===== src/rtl/videomem_fill.sv =====
// videomem_fill: fills a rectangular SDRAM region with an RGB565 test pattern
// through the controller's request/ack/give_next_data write port.
// Optional build macro VIDEOMEM_FILL_ERR_EN adds the sticky proto_err output.
module videomem_fill #(
  parameter int unsigned ADDR_W       = 25,
  parameter int unsigned DATA_W       = 32,
  parameter int unsigned BURST_LEN    = 4,
  parameter int unsigned REQ_PER_LINE = 8,
  parameter int unsigned NUM_LINES    = 720,
  parameter int unsigned LINE_SHIFT   = 12,
  parameter int unsigned READY_DELAY  = 4,
  parameter int unsigned AUTO_START   = 1
) (
  input  logic              mem_clock,
  input  logic              reset_n,
  input  logic              mem_ready,
  input  logic              start,
  input  logic [1:0]        mode,
  input  logic [15:0]       fill_color,
  input  logic [ADDR_W-1:0] base_addr,
  input  logic              mem_req_ack,
  input  logic              give_next_data,
  output logic              wr_request,
  output logic [ADDR_W-1:0] wr_addr,
  output logic [DATA_W-1:0] wr_data,
  output logic              busy,
  output logic              complete,
  output logic [15:0]       cur_line
`ifdef VIDEOMEM_FILL_ERR_EN
  ,
  output logic              proto_err
`endif
);

  typedef enum logic [2:0] {IDLE, WAIT_RDY, REQ, DATA, NEXT, DONE} state_e;

  localparam int unsigned BSH       = $clog2(BURST_LEN);
  localparam logic [4:0]  BEAT_LAST = 5'(BURST_LEN - 1);
  localparam logic [15:0] REQ_LAST  = 16'(REQ_PER_LINE - 1);
  localparam logic [15:0] LINE_END  = 16'(NUM_LINES);
  localparam logic [15:0] RDY_CNT   = 16'(READY_DELAY);

  state_e            state_q, state_d;
  logic              auto_q, auto_d;
  logic [15:0]       rdy_cnt_q, rdy_cnt_d;
  logic [15:0]       line_q, line_d;
  logic [15:0]       req_q, req_d;
  logic [4:0]        beat_q, beat_d;
  logic [1:0]        mode_q, mode_d;
  logic [15:0]       color_q, color_d;
  logic [ADDR_W-1:0] base_q, base_d;
  logic              wr_req_q, wr_req_d;
  logic [ADDR_W-1:0] wr_addr_q, wr_addr_d;

  logic              in_fill;
  logic              start_ok;
  logic [7:0]        word;
  logic [2:0]        bar_x;
  logic [15:0]       pix;

  function automatic logic [ADDR_W-1:0] burst_addr(input logic [ADDR_W-1:0] base,
                                                   input logic [15:0]       line,
                                                   input logic [15:0]       req);
    burst_addr = base + (ADDR_W'(line) << LINE_SHIFT) + (ADDR_W'(req) << BSH);
  endfunction

  assign in_fill    = (state_q == WAIT_RDY) || (state_q == REQ) ||
                      (state_q == DATA) || (state_q == NEXT);
  assign start_ok   = start && ((state_q == IDLE) || (state_q == DONE));
  assign busy       = in_fill;
  assign complete   = (state_q == DONE);
  assign cur_line   = line_q;
  assign wr_request = wr_req_q;
  assign wr_addr    = wr_addr_q;

  // State and counter registers with synchronous active-low reset
  always_ff @(posedge mem_clock) begin
    if (!reset_n) begin
      state_q   <= IDLE;
      auto_q    <= (AUTO_START != 0);
      rdy_cnt_q <= '0;
      line_q    <= '0;
      req_q     <= '0;
      beat_q    <= '0;
      mode_q    <= '0;
      color_q   <= '0;
      base_q    <= '0;
      wr_req_q  <= 1'b0;
      wr_addr_q <= '0;
    end else begin
      state_q   <= state_d;
      auto_q    <= auto_d;
      rdy_cnt_q <= rdy_cnt_d;
      line_q    <= line_d;
      req_q     <= req_d;
      beat_q    <= beat_d;
      mode_q    <= mode_d;
      color_q   <= color_d;
      base_q    <= base_d;
      wr_req_q  <= wr_req_d;
      wr_addr_q <= wr_addr_d;
    end
  end

  // Next-state, counter and registered request/address logic
  always_comb begin
    state_d   = state_q;
    auto_d    = 1'b0;
    rdy_cnt_d = rdy_cnt_q;
    line_d    = line_q;
    req_d     = req_q;
    beat_d    = beat_q;
    mode_d    = mode_q;
    color_d   = color_q;
    base_d    = base_q;
    wr_req_d  = wr_req_q;
    wr_addr_d = wr_addr_q;

    unique case (state_q)
      IDLE: begin
        if (start || auto_q) begin
          state_d   = WAIT_RDY;
          rdy_cnt_d = '0;
        end
      end
      WAIT_RDY: begin
        if (!mem_ready) begin
          rdy_cnt_d = '0;
        end else if (rdy_cnt_q == RDY_CNT) begin
          mode_d    = mode;
          color_d   = fill_color;
          base_d    = base_addr;
          line_d    = '0;
          req_d     = '0;
          wr_req_d  = 1'b1;
          wr_addr_d = burst_addr(base_addr, '0, '0);
          state_d   = REQ;
        end else begin
          rdy_cnt_d = rdy_cnt_q + 16'd1;
        end
      end
      REQ: begin
        if (mem_req_ack) begin
          wr_req_d = 1'b0;
          beat_d   = '0;
          state_d  = DATA;
        end
      end
      DATA: begin
        if (give_next_data) begin
          beat_d = beat_q + 5'd1;
          if (beat_q == BEAT_LAST) state_d = NEXT;
        end
      end
      NEXT: begin
        if (req_q == REQ_LAST) begin
          req_d  = '0;
          line_d = line_q + 16'd1;
        end else begin
          req_d = req_q + 16'd1;
        end
        if ((req_q == REQ_LAST) && (line_q + 16'd1 == LINE_END)) begin
          state_d = DONE;
        end else begin
          state_d   = REQ;
          wr_req_d  = 1'b1;
          wr_addr_d = burst_addr(base_q, line_d, req_d);
        end
      end
      DONE: begin
        if (start) begin
          state_d   = WAIT_RDY;
          rdy_cnt_d = '0;
        end
      end
      default: state_d = IDLE;
    endcase

    // Losing mem_ready mid-fill abandons everything and re-arms the ready wait
    if (in_fill && !mem_ready) begin
      state_d   = WAIT_RDY;
      wr_req_d  = 1'b0;
      rdy_cnt_d = '0;
      line_d    = '0;
      req_d     = '0;
      beat_d    = '0;
    end
  end

  // Pattern generator: pixel from latched settings and current word/line
  always_comb begin
    word  = 8'(req_q << BSH) + 8'(beat_q);
    bar_x = word[7:5];
    pix   = color_q;
    unique case (mode_q)
      2'd0: pix = color_q;
      2'd1: pix = (bar_x == 3'd0) ? 16'hFFFF :
                  {bar_x[2] ? word[4:0] : 5'd0,
                   bar_x[1] ? {word[4:0], 1'b0} : 6'd0,
                   bar_x[0] ? word[4:0] : 5'd0};
      2'd2: pix = {word[4:0], word[5:0], word[4:0]};
      default: pix = (word[3] ^ line_q[3]) ? color_q : ~color_q;
    endcase
    wr_data = {(DATA_W/16){pix}};
  end

`ifdef VIDEOMEM_FILL_ERR_EN
  logic err_q, err_d;

  // Sticky flag for strobes arriving in the wrong state; accepted start clears it
  always_comb begin
    err_d = err_q | (mem_req_ack && (state_q != REQ)) |
                    (give_next_data && (state_q != DATA));
    if (start_ok) err_d = 1'b0;
  end

  // Protocol error register
  always_ff @(posedge mem_clock) begin
    if (!reset_n) err_q <= 1'b0;
    else          err_q <= err_d;
  end

  assign proto_err = err_q;
`else
  logic unused_start_ok;
  assign unused_start_ok = start_ok;
`endif

endmodule

===== config.mk =====
export PLATFORM = sky130hd
export DESIGN_NAME = videomem_fill
export DESIGN_NICKNAME = d
export VERILOG_FILES = /design/src/rtl/videomem_fill.sv
export SDC_FILE = /design/constraint.sdc
export NUM_CORES = 1
export LEC_CHECK = 0
export ABC_CLOCK_PERIOD_IN_PS = 3800
export BUFFER_PORTS_ARGS = -buffer_cell sky130_fd_sc_hd__buf_4
export CORE_MARGIN = 2
export CORE_UTILIZATION = 40
export DETAILED_ROUTE_END_ITERATION = 12
export GPL_ROUTABILITY_DRIVEN = 0
export PLACE_DENSITY = 0.72
export SLEW_MARGIN = 20
export SYNTH_ARGS = -nofsm -noshare
export SYNTH_HDL_FRONTEND = slang
export SYNTH_SLANG_ARGS = --single-unit

===== constraint.sdc =====
create_clock -name mem_clock -period 3.8 [get_ports mem_clock]
set_input_delay 0.76 -clock mem_clock [delete_from_list [all_inputs] [get_ports mem_clock]]
set_output_delay 0.76 -clock mem_clock [all_outputs]
set_load 0.005 [all_outputs]

==> results of run 1 <==
[metrics by stage]
stage | utilization | setup TNS [ns] | area, µm² | power, mW | setup slack, ns
global placement | 0.4851 | 0 | 9911 | 2.119 | 0.07230
floorplan | - | 0 | 8403 | 1.869 | 0.009157
CTS | 0.5174 | 0 | 10570 | 3.760 | 0.0003197
global route | 0.5354 | -0.5443 | 10940 | 3.900 | -0.07884
detailed placement | 0.4851 | -0.04966 | 9911 | 2.130 | -0.04966
finish | 0.5354 | 0 | 10940 | 3.747 | 0.05833
[power groups by stage]
stage	clock network (mW)	logic [mW]	registers, mW
after floorplan	0	0.384	1.49
after detailed placement	0	0.617	1.51
final	1.64	0.618	1.49
after global placement	0	0.606	1.51
after CTS	1.66	0.619	1.49
after global routing	1.72	0.683	1.50
[kinds of logic after synthesis]
| group | after synthesis |
|---|---|
| AO/OA/AOI/OAI | 297 |
| XOR/XNOR | 76 |
| adder cells (fa/ha/maj) | 53 |
| buffers and inverters | 124 |
| flip-flops | 126 |
| multiplexers | 4 |
| AND/OR/NAND/NOR | 431 |
[state kept, by name, summed over array words and instances (netlist names)]
register and count:
base_q 25, beat_q 5, auto_q 1, wr_request 1, state_q 3, wr_addr 25
mode_q 2, rdy_cnt_q 16, req_q 16, color_q 16, cur_line 16
[final timing paths]
| kind | start | end | slack [ns] | cells past startpoint |
|---|---|---|---|---|
| max | req_q[0]$_SDFFE_PP0P_ | wr_data[10] | 0.06 | 12 |
| min | base_q[0]$_SDFFE_PN0P_ | base_q[0]$_SDFFE_PN0P_ | 0.46 | 2 |
| min reg2reg | base_q[0]$_SDFFE_PN0P_ | base_q[0]$_SDFFE_PN0P_ | 0.46 | 2 |
| max reg2reg | req_q[0]$_SDFFE_PP0P_ | wr_addr[22]$_SDFFE_PN0P_ | 0.14 | 17 |
[layer usage]
layer,vias to the layer above,global-route usage
met5,-,0
met4,0,0.07143
met3,38,0.04832
met2,254,0.3755
met1,4072,0.2806
li1,4192,-
[critical path, stage by stage, from the launching register on]
cell and delay [ns]:
dfxtp_2 0.33, buf_6 0.12, ha_4 0.16, fa_2 0.39, a21o_1 0.18, nand2_2 0.11, xnor2_4 0.08, nor3b_2 0.22
nor2b_4 0.27, a311o_1 0.16, nand2_1 0.07, a211oi_2 0.29, buf_4 0.16
[cells in the final DEF (no fill, tap or decap), types with 14 or more instances in the layout]
| cell type | instances |
|---|---|
| a21o_1 | 17 |
| a21oi_1 | 110 |
| a21oi_2 | 18 |
| a31oi_1 | 14 |
| buf_4 | 215 |
| clkbuf_16 | 17 |
| dfxtp_1 | 122 |
| ha_1 | 42 |
| inv_1 | 38 |
| nand2_1 | 177 |
| nand3_1 | 23 |
| nand4_1 | 19 |
| nor2_1 | 101 |
| nor3_1 | 19 |
| o21ai_0 | 51 |
| xnor2_1 | 42 |
| xor2_1 | 29 |
[area by class of cell]
class                           count  area (µm²)  area share
Multi-Input combinational cell    861        5684      0.5197
Sequential cell                   126        2527      0.2311
Timing Repair Buffer              219        1659      0.1517
Clock buffer                       18       439.2     0.04015
Tap cell                          270       337.8     0.03089
Inverter                           39       146.4     0.01338
Clock inverter                     14       143.9     0.01315
[timing repair]
| item | 4_1_cts | 5_1_grt |
|---|---|---|
| setup endpoints to repair | 33 | 38 |
| pin swaps | 3 | 20 |
| gates resized for setup | 18 | 68 |
| hold endpoints to repair | 0 | 0 |
| setup buffers | 2 | 8 |
==> summary.md, run 1 <==
| Metric | Value |
|---|---|
| Xor/xnor share of the synthesized area | 0.07928 |
| Post-DP HPWL | 17540 µm |
| H-Tree Depth | 4 |
| NetSw | roughly 1.1 mW |
| Antenna violations before repair | 0 |
| Post-synthesis register bit count | around 130 |
| Iter 0 DRT Violations | 600 |
| Worst-path maximum fanout | 6 |
| Clk slew on worst S/H paths | 0.06 ns |
| Number of global-route vias before repair | just under 8000 |
| P&R area growth vs syn | 30.28% |
| Number of flops mapped to enable cells by yosys | 0 |
| Sequential share of power | 0.397 |
| Clk Tree Root Cell | clkbuf_16 |
| Max cap viols | 0 |
| First-pass GRT wire length | 39440 µm |
| Die width | 148.9 µm |
| Antenna fix cells | 0 |
| Internal power | 2.670 mW |
| Seq/Total Area, Yosys | 0.3004 |
| Total Die Area | ~0.022 mm² |
| Worst Setup End Kind | primary output |
| Post-Synth Adder-Cell Area | 0.08614 |
| Warnings from Yosys | 0 |
| Endpoints failing setup | 0 |
| Hold_ws | about 0.46 ns |
| Total Routing Usage GR | 0.2214 |
| Io pins | 125 |
| Starting density of the core | 0.4110 |
| RSZ-0062 raised after global routing | yes |
| Leak pwr | 4.624 nW |
| Post-synthesis cell area | 0.008396 mm² |
| Fraction of registers with async set/reset | 0 |
| Top cell type by total area after synthesis | dfxtp_1 |
| Share of the synthesized area in the top cell type | 0.3004 |
| Dpl cells | between 1500 and 2000 |
| Via count | 8556 |
| CTS buffer count | 17 |
| Synth area leaders | dfxtp_1, nand2_1, a21oi_1, ha_1, xnor2_1 |
| Switching part of the total | 0.2875 |
| Fin. max-slew vios | 0 |
| Port buffer count | roughly 120 |
| GRT overflow | 0 |
| Status | complete, no violations |
| PwrDens | 342.6 mW/mm² |
| VDD IR max | 0.2388 mV |
| Total Routed Length | 25000 µm |
| WL met2 | 12250 µm |
| Hold Buf Count CTS | 0 |
| Largest family of logic cells by synthesized area | simple AND/OR/NAND/NOR gates |
| Clock sink total | 126 |
| Met3 wire len | roughly 1600 µm |
| Max transition margin | 0.2852 |
| Worst slew pin tran | 1.072 ns |
| Final nets | 1366 |
| Clock share of power | 0.438 |
| Setup Crit Path Kind | reg -> out |
| Number of cell rows | 52 |
| CORE AREA | 0.02043 mm² |
| Hold Fails Final Rpt | 0 |
| Fin crit share | 0.9846 |
| Worst EP arrival | between 2 and 3 ns |
| Clock skew | 0.009464 ns |
| Syn nets | 1213 |
| Req. time, crit path | 3.04 ns |
| Via/cell ratio | ~5.5 |
| First-pass DRT Iterations | 5 |
| Hold Path Class | reg -> reg |
| Clk Latency, worst-skew pair | 0.43 ns |
| Synth Flop Type | dfxtp_1 |
| Max Freq | about 0.27 GHz |
| Post-Synthesis Cells | 1111 |
| Yosys cell types | 67 |
| Routed WL per cell | between 15 and 20 µm |
| Finished Layout Cells | 1547 |
| Critical Path Source Type | flop |
| Chip height | 148.9 µm |
| Clock period minus worst slack | 3.742 ns |
| Most common cell in the synthesized netlist | nand2_1 |
| DRC | 0 |
| TritonCTS clock tree | done |
| Synth Area in Compound Gates | 0.2231 |
| CTS Buffer Depth | 2 |
| M1 wire length | 10670 µm |
| Synth Area in Simple Gates | 0.2395 |
| FILL cells | between 1500 and 2000 |
| Top layer reached by signal wires | met4 |
| Share of layout cells above drive strength 1 | 0.2709 |
| Largest net degree at the start of global routing | 58 |
| Gate power share | 0.165 |
| Post-DRT Antenna Nets | 0 |
| Mux cell area share after synthesis | 0.004918 |
| Syn avg cell area | about 7.6 µm² |
| Post-synth top cells | nand2_1, a21oi_1, dfxtp_1 |
Power figures use the tool's default switching activity.
==> run 2: changes to the inputs <==
ABC_CLOCK_PERIOD_IN_PS = 4200   (was 3800)
PLACE_DENSITY = 0.69   (was 0.72)
clock period = 4.2 ns   (was 3.8 ns; I/O delays follow)
==> run 2 against run 1 <==
Compared with the run above:
- via count shrank 4.5%
- clock skew shrank 0.0013 ns
- sequential share of layout area grew 1.8 points
- hold slack lost 0.0025 ns
- critical endpoint unchanged
- non-clock buffer count shrank 67
- routed wire length shrank 4.7%
- power shrank 12%
- critical path depth grew 1
- first-iteration DRC count shrank 8.2%
- utilization shrank 4.1 points
==> summary.md, run 2 (synthesis gave the netlist of run 1 again) <==
| Metric | Value |
|---|---|
| Clock period minus worst slack | 4.094 ns |
| Leak pwr | 4.228 nW (-8.6%) |
| Max transition margin | 0.3161 (+0.03087) |
| Total Routing Usage GR | 0.2130 (-0.008420) |
| Worst slew pin tran | 1.022 ns (-0.05018 ns) |
| Iter 0 DRT Violations | 551 (-8.2%) |
| Antenna violations before repair | 0 (unchanged) |
| First-pass DRT Iterations | 6 (+1) |
| Post-CTS setup buffers | 0 (-2) |
| Worst path bufs/invs | 3 (+1) |
| Req. time, crit path | 3.36 ns (+0.32 ns) |
| Post-DRT Antenna Nets | 0 (unchanged) |
| Total Routed Length | 23830 µm (-4.7%) |
| Crit-path max cell delay | 0.37 ns (-0.02 ns) |
| Post-DP HPWL | 16920 µm (-3.6%) |
| Clk Latency, worst-skew pair | 0.43 ns (about the same) |
| Via count | 8168 (-4.5%) |
| Max Freq | 0.2443 GHz |
| Hold_ws | 0.4550 ns (-0.002472 ns) |
| P&R area growth vs syn | 20.39% |
| Io pins | 125 (unchanged) |
| Footprint of the multi-input gates | 0.005400 mm² (-5.0%) |
| Most common cell after layout, fill and taps aside | nand2_1 |
| VDD IR max | 0.2284 mV (-4.4%) |
| H-Tree Depth | 4 (unchanged) |
| Max cap viols | 0 (unchanged) |
| FILL cells | 2031 (+5.7%) |
| Most frequent cells in the layout | nand2_1, buf_4, a21oi_1 |
| Number of cell rows | 52 (unchanged) |
| Hold Fails Final Rpt | 0 (unchanged) |
| DRC | 0 (unchanged) |
| PwrDens | 326.7 mW/mm² (-4.6%) |
| Endpoints failing setup | 0 (unchanged) |
| CORE AREA | 0.02043 mm² (unchanged) |
| Status | complete, no violations |
| Crit path max-delay family | simple AND/OR/NAND/NOR gates |
| Clk slew on worst S/H paths | 0.06 ns (about the same) |
| First-pass GRT wire length | 37760 µm (-4.3%) |
| Worst path slowest cell | fa_2 |
| Dpl cells | 1448 (-3.8%) |
| Port buffer count | 124 (unchanged) |
| GRT overflow | 0 (unchanged) |
| Worst EP arrival | 3.25 ns (+0.27 ns) |
| Fin crit share | 0.9747 |
| TritonCTS clock tree | done |
| Total Die Area | 0.02216 mm² (unchanged) |
| Hold Path Class | reg -> reg |
| Worst-path cell chain | buf_4 -> ha_1 -> fa_2 -> a21o_1 -> nand2_1 -> xnor2_2 -> nor3b_2 -> nor2b_4 -> buf_4 -> a311o_1 -> nand2_1 -> a211oi_2 -> buf_4 |
| Reg area | 0.002522 mm² (-0.20%) |
| Critical Path Source Type | flop |
| Fin. max-slew vios | 0 (unchanged) |
| Die width | 148.9 µm (unchanged) |
| Antenna fix cells | 0 (unchanged) |
| Clock skew | 0.008163 ns (-0.001302 ns) |
| Most common cell on crit path | buf_4 |
| CTS buffer count | 17 (unchanged) |
| Hold Buf Count CTS | 0 (unchanged) |
| Routed WL per cell | 16.10 µm (-0.36%) |
| Clock sink total | 126 (unchanged) |
| Number of global-route vias before repair | 7716 (-3.0%) |
| Share of layout cells above drive strength 1 | 0.1851 (-0.08582) |
| Via/cell ratio | 5.519 (-0.21%) |
| Clk Tree Root Cell | clkbuf_16 |
| Setup TNS Final | 0 ns (unchanged) |
| CTS Buffer Depth | 2 (unchanged) |
| Final nets | 1299 (-4.9%) |
| Starting density of the core | 0.4110 (unchanged) |
| Worst-path maximum fanout | 9 (+3) |
| RSZ-0062 raised after global routing | yes |
| Worst Setup End Kind | primary output |
| Largest net degree at the start of global routing | 58 (unchanged) |
| Finished Layout Cells | 1480 (-4.3%) |
| Setup Crit Path Kind | reg -> out |
| Chip height | 148.9 µm (unchanged) |
## run 2: cell types whose count changed in the layout (fill, tap and decap cells not counted), sizes merged
cell / before / now
buf: 219 / 152
clkinv: 6 / 8
bufinv: 2 / 1
clkinvlp: 5 / 4
## run 2: worst paths after layout
kind | start | end | slack (ns) | cells after the start
worst min register to register | base_q[0]$_SDFFE_PN0P_ | base_q[0]$_SDFFE_PN0P_ | 0.45 | 2
worst min-delay path | base_q[0]$_SDFFE_PN0P_ | base_q[0]$_SDFFE_PN0P_ | 0.45 | 2
worst max-delay path | req_q[0]$_SDFFE_PP0P_ | wr_data[10] | 0.11 | 13
worst max register to register | req_q[9]$_SDFFE_PP0P_ | wr_addr[19]$_SDFFE_PN0P_ | 0.21 | 14
## run 2: per-layer routing
| metal | routed length, µm | track usage | vias to the layer above |
|---|---|---|---|
| li1 | - | - | 4062 |
| met1 | 10660 | 0.2679 | 3851 |
| met2 | 11300 | 0.3565 | 214 |
| met3 | 1263 | 0.04648 | 41 |
| met4 | 607 | 0.08333 | 0 |
| met5 | 0 | 0 | - |
## run 2: timing repair
item / in CTS / in global routing
pin swaps: 0 / 3
gates resized for setup: 4 / 12
endpoints found under the setup margin: 8 / 15
## run 2: metrics by stage
step,instance area [µm²],power (mW),utilization,setup WS [ns]
2_1_floorplan,8396,1.691,-,0.1967
3_3_place_gp,9484,1.910,0.4642,0.1921
6_report,10110,3.302,0.4947,0.1063
3_5_place_dp,9484,1.919,0.4642,0.02071
5_1_grt,10110,3.448,0.4947,-0.07744
4_1_cts,10060,3.324,0.4925,0.008531
## run 2: layout make-up
type / instances / area share
multi-input cells: 861 / 0.5343
flip-flops and latches: 126 / 0.2496
repair buffers: 152 / 0.1129
clock buffers: 18 / 0.04345
well taps: 270 / 0.03342
inverters: 39 / 0.01448
clock inverters: 14 / 0.01188
## run 2: worst register-to-register path: cells and delay by family, from the launching register on
| kind | cells | cell delay (ns) |
|---|---|---|
| adder cells (fa/ha/maj) | 3 | 0.95 |
| flip-flops | 1 | 0.37 |
| AO/OA/AOI/OAI | 5 | 1.37 |
| AND/OR/NAND/NOR | 5 | 1.07 |
| XOR/XNOR | 1 | 0.16 |
## run 2: power breakdown
part,total (mW),internal [mW],switching [mW],leakage [nW]
Clock,1.41,0.826,0.586,0.268
Combinational,0.546,0.247,0.299,2.94
Sequential,1.34,1.27,0.0704,1.02
==> run 3: changes to the inputs <==
--- a/config.mk
+++ b/config.mk
@@ -6,5 +6,5 @@
 export NUM_CORES = 1
 export LEC_CHECK = 0
-export ABC_CLOCK_PERIOD_IN_PS = 4200
+export ABC_CLOCK_PERIOD_IN_PS = 4430
 export BUFFER_PORTS_ARGS = -buffer_cell sky130_fd_sc_hd__buf_4
 export CORE_MARGIN = 2
==> constraint.sdc (replaced) <==
create_clock -name mem_clock -period 4.43 [get_ports mem_clock]
set_input_delay 0.443 -clock mem_clock [delete_from_list [all_inputs] [get_ports mem_clock]]
set_output_delay 0.443 -clock mem_clock [all_outputs]
set_load 0.005 [all_outputs]
==> run 3 against run 2 <==
Compared with the run above:
- sequential power fell by 4%
- global-route usage about the same
- final cell count decreased by 0.61%
- clock-buffer cell count unchanged
- cell area is 0.72% lower
- critical endpoint is now wr_addr[19]$_SDFFE_PN0P_
==> summary.md, run 3 (synthesis gave the netlist of run 1 again) <==
| Metric | Value |
|---|---|
| First-pass DRT Iterations | 5 (-1) |
| Clk slew on worst S/H paths | 0.06 ns (about the same) |
| Total Routed Length | 23320 µm (-2.1%) |
| Final worst slack | 0.2037 ns (+0.09735 ns) |
| Worst-path maximum fanout | 7 (-2) |
| Worst path bufs/invs | 0 (-3) |
| Most common cell after layout, fill and taps aside | nand2_1 |
| H-Tree Depth | 4 (unchanged) |
| CORE AREA | 0.02043 mm² (unchanged) |
| Post-DRT Antenna Nets | 0 (unchanged) |
| Endpoints failing setup | 0 (unchanged) |
| Crit path max-delay family | compound AO/OA/AOI/OAI gates |
| Post-DP HPWL | 16650 µm (-1.6%) |
| Io pins | 125 (unchanged) |
| Critical Path Source Type | flop |
| Max Freq | 0.2366 GHz |
| Max transition margin | 0.3052 (-0.01090) |
| Worst reg2reg setup slack | 0.20 ns (about the same) |
| Clock sink total | 126 (unchanged) |
| Leak pwr | 4.173 nW (-1.3%) |
| GRT overflow | 0 (unchanged) |
| Number of global-route vias before repair | 7548 (-2.2%) |
| Via count | 8060 (-1.3%) |
| RSZ-0062 raised after global routing | no |
| VDD IR max | 0.1974 mV (-14%) |
| PwrDens | 325.9 mW/mm² (-0.25%) |
| Clk Latency, worst-skew pair | 0.43 ns (about the same) |
| Total Routing Usage GR | 0.2134 (+0.0004819) |
| Via/cell ratio | 5.479 (-0.72%) |
| RR Endpoint | wr_addr[19]$_SDFFE_PN0P_ |
| R2R cell count | 15 (+1) |
| Most common cell on crit path | ha_1 |
| Crit Reg-Reg Startpoint | req_q[1]$_SDFFE_PP0P_ |
| Hold Buf Count CTS | 0 (unchanged) |
| Worst Hold End | color_q[7]$_SDFFE_PN0P_ |
| Finished Layout Cells | 1471 (-0.61%) |
| Fin crit share | 0.9540 |
| Starting density of the core | 0.4110 (unchanged) |
| FILL cells | 2060 (+1.4%) |
| Status | complete, no violations |
| Number of cell rows | 52 (unchanged) |
| CTS buffer count | 17 (unchanged) |
| Fin. max-slew vios | 0 (unchanged) |
| P&R area growth vs syn | 19.52% |
| Hold path cells | 3 (+1) |
| Post-CTS setup buffers | 0 (unchanged) |
| Pre-CTS setup slack | 0.2840 ns (+0.2633 ns) |
| Iter 0 DRT Violations | 577 (+4.7%) |
| Hold Fails Final Rpt | 0 (unchanged) |
| Worst EP arrival | 4.58 ns (+1.33 ns) |
| Largest net degree at the start of global routing | 58 (unchanged) |
| Worst Setup End Kind | flop |
| Total Die Area | 0.02216 mm² (unchanged) |
| Antenna violations before repair | 0 (unchanged) |
| Final nets | 1290 (-0.69%) |
| CTS Buffer Depth | 2 (unchanged) |
| Dpl cells | 1439 (-0.62%) |
| Clock skew | 0.007292 ns (-0.0008703 ns) |
| Most frequent cells in the layout | nand2_1, buf_4, a21oi_1 |
| Worst-path cell chain | ha_1 -> and4bb_1 -> nand4_2 -> and2_1 -> ha_1 -> ha_1 -> fa_1 -> a211oi_1 -> nor3_1 -> o31ai_1 -> a21oi_1 -> a221oi_1 -> xnor2_1 -> nand2_1 -> a31oi_1 |
| Crit-path max cell delay | 0.44 ns (+0.07 ns) |
| Chip height | 148.9 µm (unchanged) |
| Design area | 0.01003 mm² (-0.72%) |
| Setup Crit Path Kind | reg -> reg |
| Clock period minus worst slack | 4.226 ns |
| TritonCTS clock tree | done |
| Clk Tree Root Cell | clkbuf_16 |
| Setup TNS Final | 0 ns (unchanged) |
| Die width | 148.9 µm (unchanged) |
| Max cap viols | 0 (unchanged) |
| DP Area | 0.009409 mm² (-0.79%) |
| Routed WL per cell | 15.86 µm (-1.5%) |
| Worst path slowest cell | dfxtp_1 |
| Antenna fix cells | 0 (unchanged) |
| Hold_ws | 0.2663 ns (-0.1886 ns) |
| Worst slew pin tran | 1.042 ns (+0.02022 ns) |
| Hold path start | fill_color[7] |
| First-pass GRT wire length | 37870 µm (+0.28%) |
| DRC | 0 (unchanged) |
| Hold Path Class | in -> reg |
| Share of layout cells above drive strength 1 | 0.1690 (-0.01610) |
| Req. time, crit path | 4.78 ns (+1.42 ns) |
| Port buffer count | 124 (unchanged) |
==> run 3: cell count changes in the layout (fill, tap and decap cells not counted), moves of 2 or more <==
cell and change:
clkinv_2 -3, o21ai_0 +2, xnor2_2 -2, bufinv_16 +3
a211oi_2 -2, o21ai_1 -2, xnor2_1 +2, a211oi_1 +2
clkinv_4 -2, clkinvlp_4 +2, buf_4 -9
==> run 3: final cells by class <==
cell class	count	area, µm²	area share
multi-input cells	861	5333	0.5314
clock buffers	18	429.2	0.04277
flip-flops and latches	126	2522	0.2514
well taps	270	337.8	0.03367
clock inverters	14	192.7	0.01920
repair buffers	143	1074	0.1070
inverters	39	146.4	0.01459
==> run 3: stage by stage <==
step | power, mW | util
finish | 3.270 | 0.4912
global route | 3.419 | 0.4912
CTS | 3.302 | 0.4910
detailed placement | 1.812 | 0.4606
global placement | 1.804 | 0.4606
floorplan | 1.603 | -
==> run 3: power breakdown <==
group          internal, mW  leakage (nW)  switching [mW]
logic                 0.230          2.87           0.283
clock network         0.940         0.285           0.542
registers              1.21          1.02          0.0673
==> run 3: worst max-delay path by stage <==
stage / startpoint / to / slack [ns] / cells after the start
final: req_q[1]$_SDFFE_PP0P_ / wr_addr[19]$_SDFFE_PN0P_ / 0.20 / 15
after global routing: req_q[1]$_SDFFE_PP0P_ / wr_addr[19]$_SDFFE_PN0P_ / 0.01 / 15
after CTS: req_q[1]$_SDFFE_PP0P_ / wr_addr[19]$_SDFFE_PN0P_ / 0.24 / 15
after detailed placement: req_q[1]$_SDFFE_PP0P_ / wr_addr[19]$_SDFFE_PN0P_ / 0.28 / 15
after global placement: req_q[1]$_SDFFE_PP0P_ / wr_addr[19]$_SDFFE_PN0P_ / 0.41 / 15
after floorplan: req_q[3]$_SDFFE_PP0P_ / wr_addr[24]$_SDFFE_PN0P_ / 0.43 / 16
==> run 3: layer usage <==
| layer | global-route usage | part of all wire | vias up |
|---|---|---|---|
| li1 | - | - | 4034 |
| met1 | 0.2758 | 0.45 | 3804 |
| met2 | 0.3586 | 0.48 | 196 |
| met3 | 0.05046 | 0.053 | 26 |
| met4 | 0.05667 | 0.016 | 0 |
| met5 | 0 | 0 | - |
==> run 3: tightest hold or removal path, delay by kind of cell <==
| family | cells | cell delay (ns) |
|---|---|---|
| buf+inv | 1 | 0.11 |
| compound gates | 1 | 0.05 |
| simple gates | 1 | 0.04 |
==> run 3: what timing repair did <==
action,in CTS,in global routing
hold endpoints to repair,0,0
resized for setup,0,2
setup endpoints to repair,0,2
